File: src/rtl/neighbourhood_fetch_ctrl_pkg.sv
// Shared sample width, frame geometry defaults and FSM encodings for the
// JPEG-LS neighbourhood fetch controller.
`ifndef PIXEL_LENGTH
`define PIXEL_LENGTH 8
`endif

package neighbourhood_fetch_ctrl_pkg;

  localparam int PIXEL_LENGTH   = `PIXEL_LENGTH;
  localparam int IMG_WIDTH_DEF  = 64;
  localparam int IMG_HEIGHT_DEF = 64;

  typedef enum logic [1:0] {
    ST_IDLE = 2'd0,
    ST_RUN  = 2'd1,
    ST_DONE = 2'd2
  } state_t;

  // Counter width that stays at least one bit for degenerate sizes.
  function automatic int cnt_width(input int n);
    return (n > 1) ? $clog2(n) : 1;
  endfunction

endpackage

File: src/rtl/line_buffer_1row.sv
// One-row sample store: single write port at k, combinational reads at
// k-1, k and k+1, with out-of-range reads returning zero.
module line_buffer_1row
  import neighbourhood_fetch_ctrl_pkg::*;
#(
  parameter int WIDTH = IMG_WIDTH_DEF,
  parameter int PW    = PIXEL_LENGTH,
  parameter int AW    = cnt_width(IMG_WIDTH_DEF)
) (
  input  logic          clk,
  input  logic          reset,
  input  logic          clear,
  input  logic          wr_en,
  input  logic [AW-1:0] addr,
  input  logic [PW-1:0] wr_data,
  output logic [PW-1:0] rd_left,
  output logic [PW-1:0] rd_mid,
  output logic [PW-1:0] rd_right
);

  logic [PW-1:0] mem_r [WIDTH];

  // Storage: async reset, synchronous clear on frame arm, single write port.
  always_ff @(posedge clk or negedge reset) begin
    if (!reset) begin
      for (int i = 0; i < WIDTH; i++) mem_r[i] <= '0;
    end else if (clear) begin
      for (int i = 0; i < WIDTH; i++) mem_r[i] <= '0;
    end else if (wr_en) begin
      mem_r[addr] <= wr_data;
    end
  end

  // Read ports see the pre-write contents of the current cycle.
  always_comb begin
    rd_left  = '0;
    rd_mid   = mem_r[addr];
    rd_right = '0;
    if (addr != '0) begin
      rd_left = mem_r[addr - AW'(1)];
    end else begin
      rd_left = '0;
    end
    if (32'(addr) < WIDTH - 1) begin
      rd_right = mem_r[addr + AW'(1)];
    end else begin
      rd_right = '0;
    end
  end

endmodule

File: src/rtl/neighbourhood_fetch_ctrl.sv
// JPEG-LS front-end sequencer: accepts one raster frame, builds the causal
// template (a, b, c, d, x) per pixel and strobes it into stage 1.
module neighbourhood_fetch_ctrl
  import neighbourhood_fetch_ctrl_pkg::*;
#(
  parameter int IMG_WIDTH  = IMG_WIDTH_DEF,
  parameter int IMG_HEIGHT = IMG_HEIGHT_DEF
) (
  input  logic                    clk,
  input  logic                    reset,
  input  logic                    frame_start,
  input  logic [PIXEL_LENGTH-1:0] pix_in,
  input  logic                    pix_valid,
  output logic                    pix_ready,
  output logic [PIXEL_LENGTH-1:0] a_out,
  output logic [PIXEL_LENGTH-1:0] b_out,
  output logic [PIXEL_LENGTH-1:0] c_out,
  output logic [PIXEL_LENGTH-1:0] d_out,
  output logic [PIXEL_LENGTH-1:0] x_out,
  output logic                    eol_out,
  output logic                    eof_out,
  output logic                    start_enc,
  output logic                    busy
);

  localparam int PW = PIXEL_LENGTH;
  localparam int CW = cnt_width(IMG_WIDTH);
  localparam int RW = cnt_width(IMG_HEIGHT);
  localparam logic [CW-1:0] COL_LAST = CW'(IMG_WIDTH - 1);
  localparam logic [RW-1:0] ROW_LAST = RW'(IMG_HEIGHT - 1);

  state_t        state_r;
  logic [CW-1:0] col_r;
  logic [RW-1:0] row_r;
  logic [PW-1:0] b_hist_r;
  logic [PW-1:0] c_row_r;

  logic          accept_s;
  logic          arm_s;
  logic [PW-1:0] rd_left_s, rd_mid_s, rd_right_s;
  logic [PW-1:0] a_s, b_s, c_s, d_s;

  assign accept_s = pix_valid & pix_ready;
  assign arm_s    = (state_r == ST_IDLE) & frame_start;

  line_buffer_1row #(
    .WIDTH (IMG_WIDTH),
    .PW    (PW),
    .AW    (CW)
  ) u_line_buffer (
    .clk      (clk),
    .reset    (reset),
    .clear    (arm_s),
    .wr_en    (accept_s),
    .addr     (col_r),
    .wr_data  (pix_in),
    .rd_left  (rd_left_s),
    .rd_mid   (rd_mid_s),
    .rd_right (rd_right_s)
  );

  // Edge rules. prev[k-1] is already overwritten with x(r,k-1), so it serves
  // as a; the old prev[k-1] (c) is the b captured for the previous pixel.
  always_comb begin
    b_s = (row_r != '0) ? rd_mid_s : '0;
    a_s = (col_r != '0) ? rd_left_s : b_s;
    if (col_r != '0) begin
      c_s = b_hist_r;
    end else if (32'(row_r) >= 32'd2) begin
      c_s = c_row_r;
    end else begin
      c_s = '0;
    end
    if (row_r == '0) begin
      d_s = '0;
    end else if (col_r == COL_LAST) begin
      d_s = b_s;
    end else begin
      d_s = rd_right_s;
    end
  end

  // FSM, raster counters, template history and registered outputs.
  always_ff @(posedge clk or negedge reset) begin
    if (!reset) begin
      state_r   <= ST_IDLE;
      col_r     <= '0;
      row_r     <= '0;
      b_hist_r  <= '0;
      c_row_r   <= '0;
      pix_ready <= 1'b0;
      busy      <= 1'b0;
      start_enc <= 1'b0;
      eol_out   <= 1'b0;
      eof_out   <= 1'b0;
      a_out     <= '0;
      b_out     <= '0;
      c_out     <= '0;
      d_out     <= '0;
      x_out     <= '0;
    end else begin
      start_enc <= 1'b0;
      case (state_r)
        ST_IDLE: begin
          if (frame_start) begin
            state_r   <= ST_RUN;
            pix_ready <= 1'b1;
            busy      <= 1'b1;
            col_r     <= '0;
            row_r     <= '0;
            b_hist_r  <= '0;
            c_row_r   <= '0;
          end
        end
        ST_RUN: begin
          if (accept_s) begin
            a_out     <= a_s;
            b_out     <= b_s;
            c_out     <= c_s;
            d_out     <= d_s;
            x_out     <= pix_in;
            eol_out   <= (col_r == COL_LAST);
            eof_out   <= (col_r == COL_LAST) && (row_r == ROW_LAST);
            start_enc <= 1'b1;
            b_hist_r  <= b_s;
            if (col_r == '0) c_row_r <= rd_mid_s;
            if (col_r == COL_LAST) begin
              col_r <= '0;
              if (row_r == ROW_LAST) begin
                row_r     <= '0;
                state_r   <= ST_DONE;
                pix_ready <= 1'b0;
                busy      <= 1'b0;
              end else begin
                row_r <= row_r + RW'(1);
              end
            end else begin
              col_r <= col_r + CW'(1);
            end
          end
        end
        ST_DONE: begin
          state_r <= ST_IDLE;
        end
        default: begin
          state_r   <= ST_IDLE;
          pix_ready <= 1'b0;
          busy      <= 1'b0;
        end
      endcase
    end
  end

endmodule

File: config.mk
export PLATFORM = sky130hd
export DESIGN_NAME = neighbourhood_fetch_ctrl
export DESIGN_NICKNAME = d
export VERILOG_FILES = /design/src/rtl/neighbourhood_fetch_ctrl_pkg.sv /design/src/rtl/line_buffer_1row.sv /design/src/rtl/neighbourhood_fetch_ctrl.sv
export SDC_FILE = /design/constraint.sdc
export NUM_CORES = 1
export LEC_CHECK = 0
export BUFFER_PORTS_ARGS = -buffer_cell sky130_fd_sc_hd__buf_2
export CAP_MARGIN = 20
export CORE_UTILIZATION = 45
export CTS_BUF_LIST = sky130_fd_sc_hd__clkbuf_8
export DETAILED_ROUTE_END_ITERATION = 8
export PLACE_DENSITY = 0.68
export RECOVER_POWER = 100
export SYNTH_ARGS = -nofsm -noshare
export SYNTH_HDL_FRONTEND = slang
export SYNTH_SLANG_ARGS = --single-unit
File: constraint.sdc
create_clock -name clk -period 4.8 [get_ports clk]
set_input_delay 0.24 -clock clk [delete_from_list [all_inputs] [get_ports clk]]
set_output_delay 0.24 -clock clk [all_outputs]
set_load 0.05 [all_outputs]
======== After elaboration in Yosys (flattened, before gate mapping) ========
Cells that the tools add are included.
storage, ports and cells
  memories ................................ 0
  bits in registers ....................... 586
  bits in writable memories ............... 0
  bits in latches ......................... 0
  ROM bits ................................ 0
  output and inout bits ................... 45
  bits of input ports ..................... 12
operators by class
  multiplexer cells ....................... 47
  reductions and logical operators ........ 15
  bitwise gates (word level) .............. 6
  div/mod/pow operators ................... 0
  order comparisons ....................... 6
  shift-type cells ........................ 0
  add/sub/neg operators ................... 3
  multiply operators ...................... 0
  eq/ne operators ......................... 9
operators by type and width
  operator                                                            count
  two-way mux 512 bit                                                 2
  bitwise mux 512 bit                                                 1
  binary-select mux 8 bit (select 6 bit)                              3
  two-way mux 8 bit                                                   18
  demux 8 bit (select 6 bit)                                          1
  two-way mux 6 bit                                                   6
  one-hot mux 8 bit (2 select lines)                                  2
  one-hot mux 6 bit (2 select lines)                                  2
  greater-or-equal comparator 7 bit (second input constant)           3
  inverter 6 -> 7 bit                                                 3
  adder 6 x 1 -> 6 bit (second input constant)                        2
  == test 6 bit (second input constant)                               2
  zero test 6 bit                                                     2
  AND reduction 4 bit                                                 3
  nonzero test 6 bit                                                  2
  inequality test 2 bit (second input constant)                       5
  two-way mux 2 bit                                                   4
  less-than comparator 7 x 1 -> 1 bit (second input constant)         1
  greater-or-equal comparator 6 x 2 -> 1 bit (second input constant)  1
  less-than comparator 6 bit (second input constant)                  1
  two-way mux 1 bit                                                   6
  subtractor 6 x 1 -> 6 bit (second input constant)                   1
  AND reduction 5 bit                                                 1
  one-hot mux 2 bit (2 select lines)                                  1
  other kinds (10)                                                    13

======== Depth between registers and ports, before layout ========
  word-level depth ........................ 8
  gate-level depth with buffers ........... 18

======== By module ========
From an unflattened synthesis, not the netlist that was laid out.
second synthesis, totals
  cells, all modules ...................... 3983
  area, all modules ....................... 37116.8 sq um
by module, submodules not included
  module                    times used  area an instance (sq um)  cells an instance
  line_buffer_1row          1           33789.9                   3664
  neighbourhood_fetch_ctrl  1           3326.9                    319

======== Worst setup path before layout ========
No wires, ideal clock.
  path type ............................... register -> register
  start point ............................. register col_r[1]
  end point ............................... register d_out[6]
  stages on the path, launching flop included .. 16
  clock period less this slack ............ 3.719 ns
  data arrival time ....................... 3.598 ns
  path slack .............................. 1.081 ns
  required time ........................... 4.678 ns
  setup time .............................. 0.122 ns
  cells stage by stage .................... dfrtp_1 buf_6 buf_4 inv_1 buf_2 buf_2 clkbuf_1 ha_1 buf_4 buf_2 buf_1 mux4_2 mux4_2 o221ai_1 o21ai_1 a32o_1
on the way
  word-level cells in the longest chain between the ends .. 8
  elaborated cells on any way between the ends .. 15
  classes of those cells .................. 1 x add/sub; 1 x order compare; 1 x eq/ne; 10 x mux; 2 x bitwise
RTL lines
  item                                                   line                             text
  start: declaration                                     neighbourhood_fetch_ctrl.sv:33   logic [CW-1:0] col_r;
  start signal: assignment                               neighbourhood_fetch_ctrl.sv:138  col_r <= col_r + CW'(1);
  adder 6 x 1 -> 6 bit                                   line_buffer_1row.sv:45           rd_right = mem_r[addr + AW'(1)];
  inverter 6 -> 7 bit (implied by the code)              line_buffer_1row.sv:45
  binary-select mux 8 bit (select 6 bit)                 line_buffer_1row.sv:45
  two-way mux 8 bit (implied by the code) (2 in series)  line_buffer_1row.sv:45
  two-way mux 8 bit                                      line_buffer_1row.sv:44           if (32'(addr) < WIDTH - 1) begin
  two-way mux 8 bit *                                    neighbourhood_fetch_ctrl.sv:76   end else if (col_r == COL_LAST) begin
  two-way mux 8 bit *                                    neighbourhood_fetch_ctrl.sv:74   if (row_r == '0) begin
  end signal: assignment                                 neighbourhood_fetch_ctrl.sv:120  d_out <= d_s;
  end: declaration                                       neighbourhood_fetch_ctrl.sv:18   output logic [PIXEL_LENGTH-1:0] d_out,
Mark *: on every way between the ends. The rest lies on a longest branch, timed or not. The select of a mux whose other input is x is not followed.
A chain may end at the register's enable or synchronous reset.

======== Worst setup path in the final report ========
  start point ............................. register col_r[2]
  end point ............................... register a_out[3]
on the way
  word-level cells in the longest chain between the ends .. 6
  elaborated cells on any way between the ends .. 12
  classes of those cells .................. 1 x add/sub; 8 x mux; 2 x bitwise; 1 x reduce/logical
RTL lines
  item                                                                                                        line                                                    text
  subtractor 6 x 1 -> 6 bit / inverter 6 -> 7 bit (equally long branches)                                     line_buffer_1row.sv:40, line_buffer_1row.sv:37
  inverter 6 -> 7 bit (implied by the code) / binary-select mux 8 bit (select 6 bit) (equally long branches)  line_buffer_1row.sv:40, line_buffer_1row.sv:37
  binary-select mux 8 bit (select 6 bit) / two-way mux 8 bit (equally long branches)                          line_buffer_1row.sv:40, line_buffer_1row.sv:37
  two-way mux 8 bit (on tied branches)                                                                        line_buffer_1row.sv:40, line_buffer_1row.sv:37
  two-way mux 8 bit (on tied branches)                                                                        line_buffer_1row.sv:40, neighbourhood_fetch_ctrl.sv:65
  two-way mux 8 bit *                                                                                         neighbourhood_fetch_ctrl.sv:66                          a_s = (col_r != '0) ? rd_left_s : b_s;
  end signal: assignment                                                                                      neighbourhood_fetch_ctrl.sv:117                         a_out <= a_s;
  end: declaration                                                                                            neighbourhood_fetch_ctrl.sv:15                          output logic [PIXEL_LENGTH-1:0] a_out,
Marks and branches as above.

==> metrics.cfg <==
[cts]
clockBufferDepth=3
insertion_delay_ns=0.78
cts_sinks=586
cts_tree=built
cts_buffers=103
h-tree-depth=3
cts.clk_slew.worst_paths_ns=0.07
cts_root_buffer=clkbuf_8

[sta]
slew_violations=118
fmax_ghz=0.211
setup_slack_ns=0.0530
finalCritPeriodShare_pct=98.9
rsz0062_at_grt=false
min_period_ns=4.75
hold_viol=0
finClkSkew_ns=0.0655
fin_setup_tns_ns=0
worst_pin_slew_ns=2.88
slew_headroom_pct=-92.1
setup_viol=0

[global_route]
grt_util_met1_pct=47.4
use_met2_pct=48.5
grt_pass1_vias=30600
grt_max_degree=214
gr-total-overflow=0
grt_pass1_wl_mm=212
grt.total_usage_pct=34.5
antenna_found_initial=4
top_usage_layer=met2
gr-usage-met3_pct=10.8

[placed_design]
placedInstanceArea_sq_um=38400
dp_hpwl_mm=95.4
gp_congestion=1.05
place_ws_ns=0.805
numPortBuffers=56

[worst_setup_path]
critPathSlowestCell=nor2b_2
reg2reg_to=a_out[3]$_DFFE_PN0P_
crit_arrival_ns=5.46
cp-startpoint=col_r[2]$_DFFE_PN0P_
cp.buffers_inverters=1
worstPathCellList=nor2b_2 -> clkbuf_1 -> a221oi_1 -> o22ai_1 -> a221oi_1 -> a31oi_1 -> a221o_1
rr_worst_depth=7
rrSetupSlack_ns=0.05
crit_fanout=20
rr_startpoint=col_r[2]$_DFFE_PN0P_
path_class=reg2reg
path_common_cell=a221oi_1
worstPathRequired_ns=5.51
cp.depth=7
endpoint_kind=register
setup.worst_path.start_class=register
cp_top_family=compound AO/OA/AOI/OAI gates
max_stage_delay_ns=1.20

[run]
cap_violations=4

[power_and_ir_drop]
power.total_mw=21.4
power.share.switching_pct=45.4
p_leak_nw=16.5
sequentialPowerShare_pct=29.3
clkPwrFrac_pct=23.7
p_int_mw=11.7
ir_drop_mv=0.425
pwr-share-comb_pct=47.0
power_density_nw_per_um2=529
p_sw_mw=9.72

[finish]
finalNetCount=3501
drive_gt1_share_pct=19.4
fillers=7371
multi_input_area_sq_um=20700
regArea_sq_um=14700
stdcell_area_sq_um=40400
syn2layout_area_growth_pct=9.24

[worst_hold_path]
min_from=pix_in[3]
min_to=u_line_buffer.mem_r[403]$_DFFE_PN0P_
hp-class=in2reg
hold_depth=3

[logic_synthesis]
syn-cell-area_sq_um=37000
postSynthCellCount=3514
yosysUniqueCellTypes=76
syn_avg_cell_area_sq_um=10.5
synthFlopType=dfrtp_1
yosysTopAreaCellShare_pct=39.6
synth.net_count=3531
ys_seq_area_share_pct=39.6
yosysWarnings=0
synthTopCellsByCount=586 x dfrtp_1, 464 x nand2_1, 372 x nor2_1, 336 x mux2i_1, 308 x mux4_2
yosysMostFrequentCell=dfrtp_1
synth-edff-count=0
ys_async_sr_fraction_pct=100
yosys.area.top_type=dfrtp_1
synth_seq_cells=586
synth_area_leaders=dfrtp_1 40%, mux4_2 19%, mux2i_1 9.1%

[routing]
viasPerCell=7.04
vias=32600
wl_per_cell_um=31.1
drt_iter0_markers=5739
ant_nets=0
first_pass_iters=9
drt_wl_total_mm=144
drc=2

[floorplan]
die_w_um=289
io_pins=57
die_h_um=289
start_util_pct=45.7
fp.dieArea_sq_um=83400
rows=104
core_sq_um=80900

[outcome]
status=finished, violations left
violations=DRC, capacitance limit, slew limit

[stage by stage]
step / instances / util [%] / hold slack, ns
floorplan: 3514 / - / -0.0556
global placement: 4430 / 47.5 / 0.380
detailed placement: 4432 / 47.5 / 0.386
CTS: 4629 / 50.3 / 0.0313
global route: 4632 / 50.0 / 0.103
finish: 4634 / 50.0 / 0.0790
[state kept, by name, summed over array words and instances, names as in the netlist]
name and count:
a_out 8, b_hist_r 8, b_out 8, busy 1, c_out 8, c_row_r 8
col_r 6, d_out 8, eof_out 1, eol_out 1, row_r 6, start_enc 1
state_r 2, u_line_buffer.mem_r 512, x_out 8
[per-layer routing]
layer	wire length [um]	share of wire, %
met1	53800	37
met2	60400	42
met3	20900	14
met4	9150	6.3
met5	0	0
[layout by cell type, fill, tap and decap left out, types with 11 or more instances in the layout]
| cell type | instances |
|---|---|
| a211oi_1 | 11 |
| a21o_1 | 15 |
| a21oi_1 | 259 |
| a221o_1 | 16 |
| a221oi_1 | 105 |
| a22o_1 | 20 |
| a22oi_1 | 42 |
| a31oi_1 | 12 |
| and3_1 | 11 |
| buf_12 | 14 |
| buf_4 | 99 |
| clkbuf_1 | 75 |
| clkbuf_8 | 135 |
| clkinv_2 | 12 |
| dfrtp_1 | 584 |
| inv_1 | 39 |
| mux2_2 | 47 |
| mux2i_1 | 336 |
| mux4_2 | 308 |
| nand2_1 | 463 |
| nand2b_1 | 12 |
| nand3_1 | 105 |
| nand3b_1 | 14 |
| nor2_1 | 392 |
| nor3_1 | 17 |
| o21ai_0 | 194 |
| o221ai_1 | 11 |
| o22ai_1 | 32 |
[worst min-delay path, stage by stage]
cell and delay (ns):
buf_2 0.33, nand2_1 0.14, a21oi_1 0.06
[cell type report]
class | instances | area share (%)
Inverter | 9 | 0.0835
Clock buffer | 135 | 4.59
Multi-Input combinational cell | 2572 | 51.2
Clock inverter | 56 | 0.965
Timing Repair Buffer | 212 | 3.62
Sequential cell | 586 | 36.3
Antenna cell | 4 | 0.0247
Tap cell | 1060 | 3.28
[what timing repair did]
item                                   4_1_cts  5_1_grt
hold buffers                                 6        0
endpoints found under the hold margin      115        0
resized for setup                            0        0
setup buffers                                0        0
[worst max path at each step]
stage	end	slack, ns
after floorplan	d_out[6]$_DFFE_PN0P_	1.08
after global placement	a_out[1]$_DFFE_PN0P_	0.85
after detailed placement	a_out[1]$_DFFE_PN0P_	0.81
after CTS	a_out[1]$_DFFE_PN0P_	0.77
after global routing	u_line_buffer.mem_r[53]$_DFFE_PN0P_	0.30
final	a_out[3]$_DFFE_PN0P_	0.05
[power by group through the flow]
stage	clock, mW	sequential (mW)	combinational, mW
5_1_grt	5.34	6.30	10.2
3_5_place_dp	0	6.29	9.69
3_3_place_gp	0	6.28	9.61
2_1_floorplan	0	6.29	6.18
6_report	5.08	6.27	10.1
4_1_cts	5.12	6.21	9.71
[logic make-up after synthesis]
| kind of cell | share of synthesized area [%] |
|---|---|
| AO/OA/AOI/OAI | 13.3 |
| XOR/XNOR | 0.210 |
| adder cells (fa/ha/maj) | 0.169 |
| buffers and inverters | 4.66 |
| flip-flops | 39.6 |
| multiplexers | 29.4 |
| AND/OR/NAND/NOR | 12.7 |
Note: power is estimated with default switching activity, not from simulation.
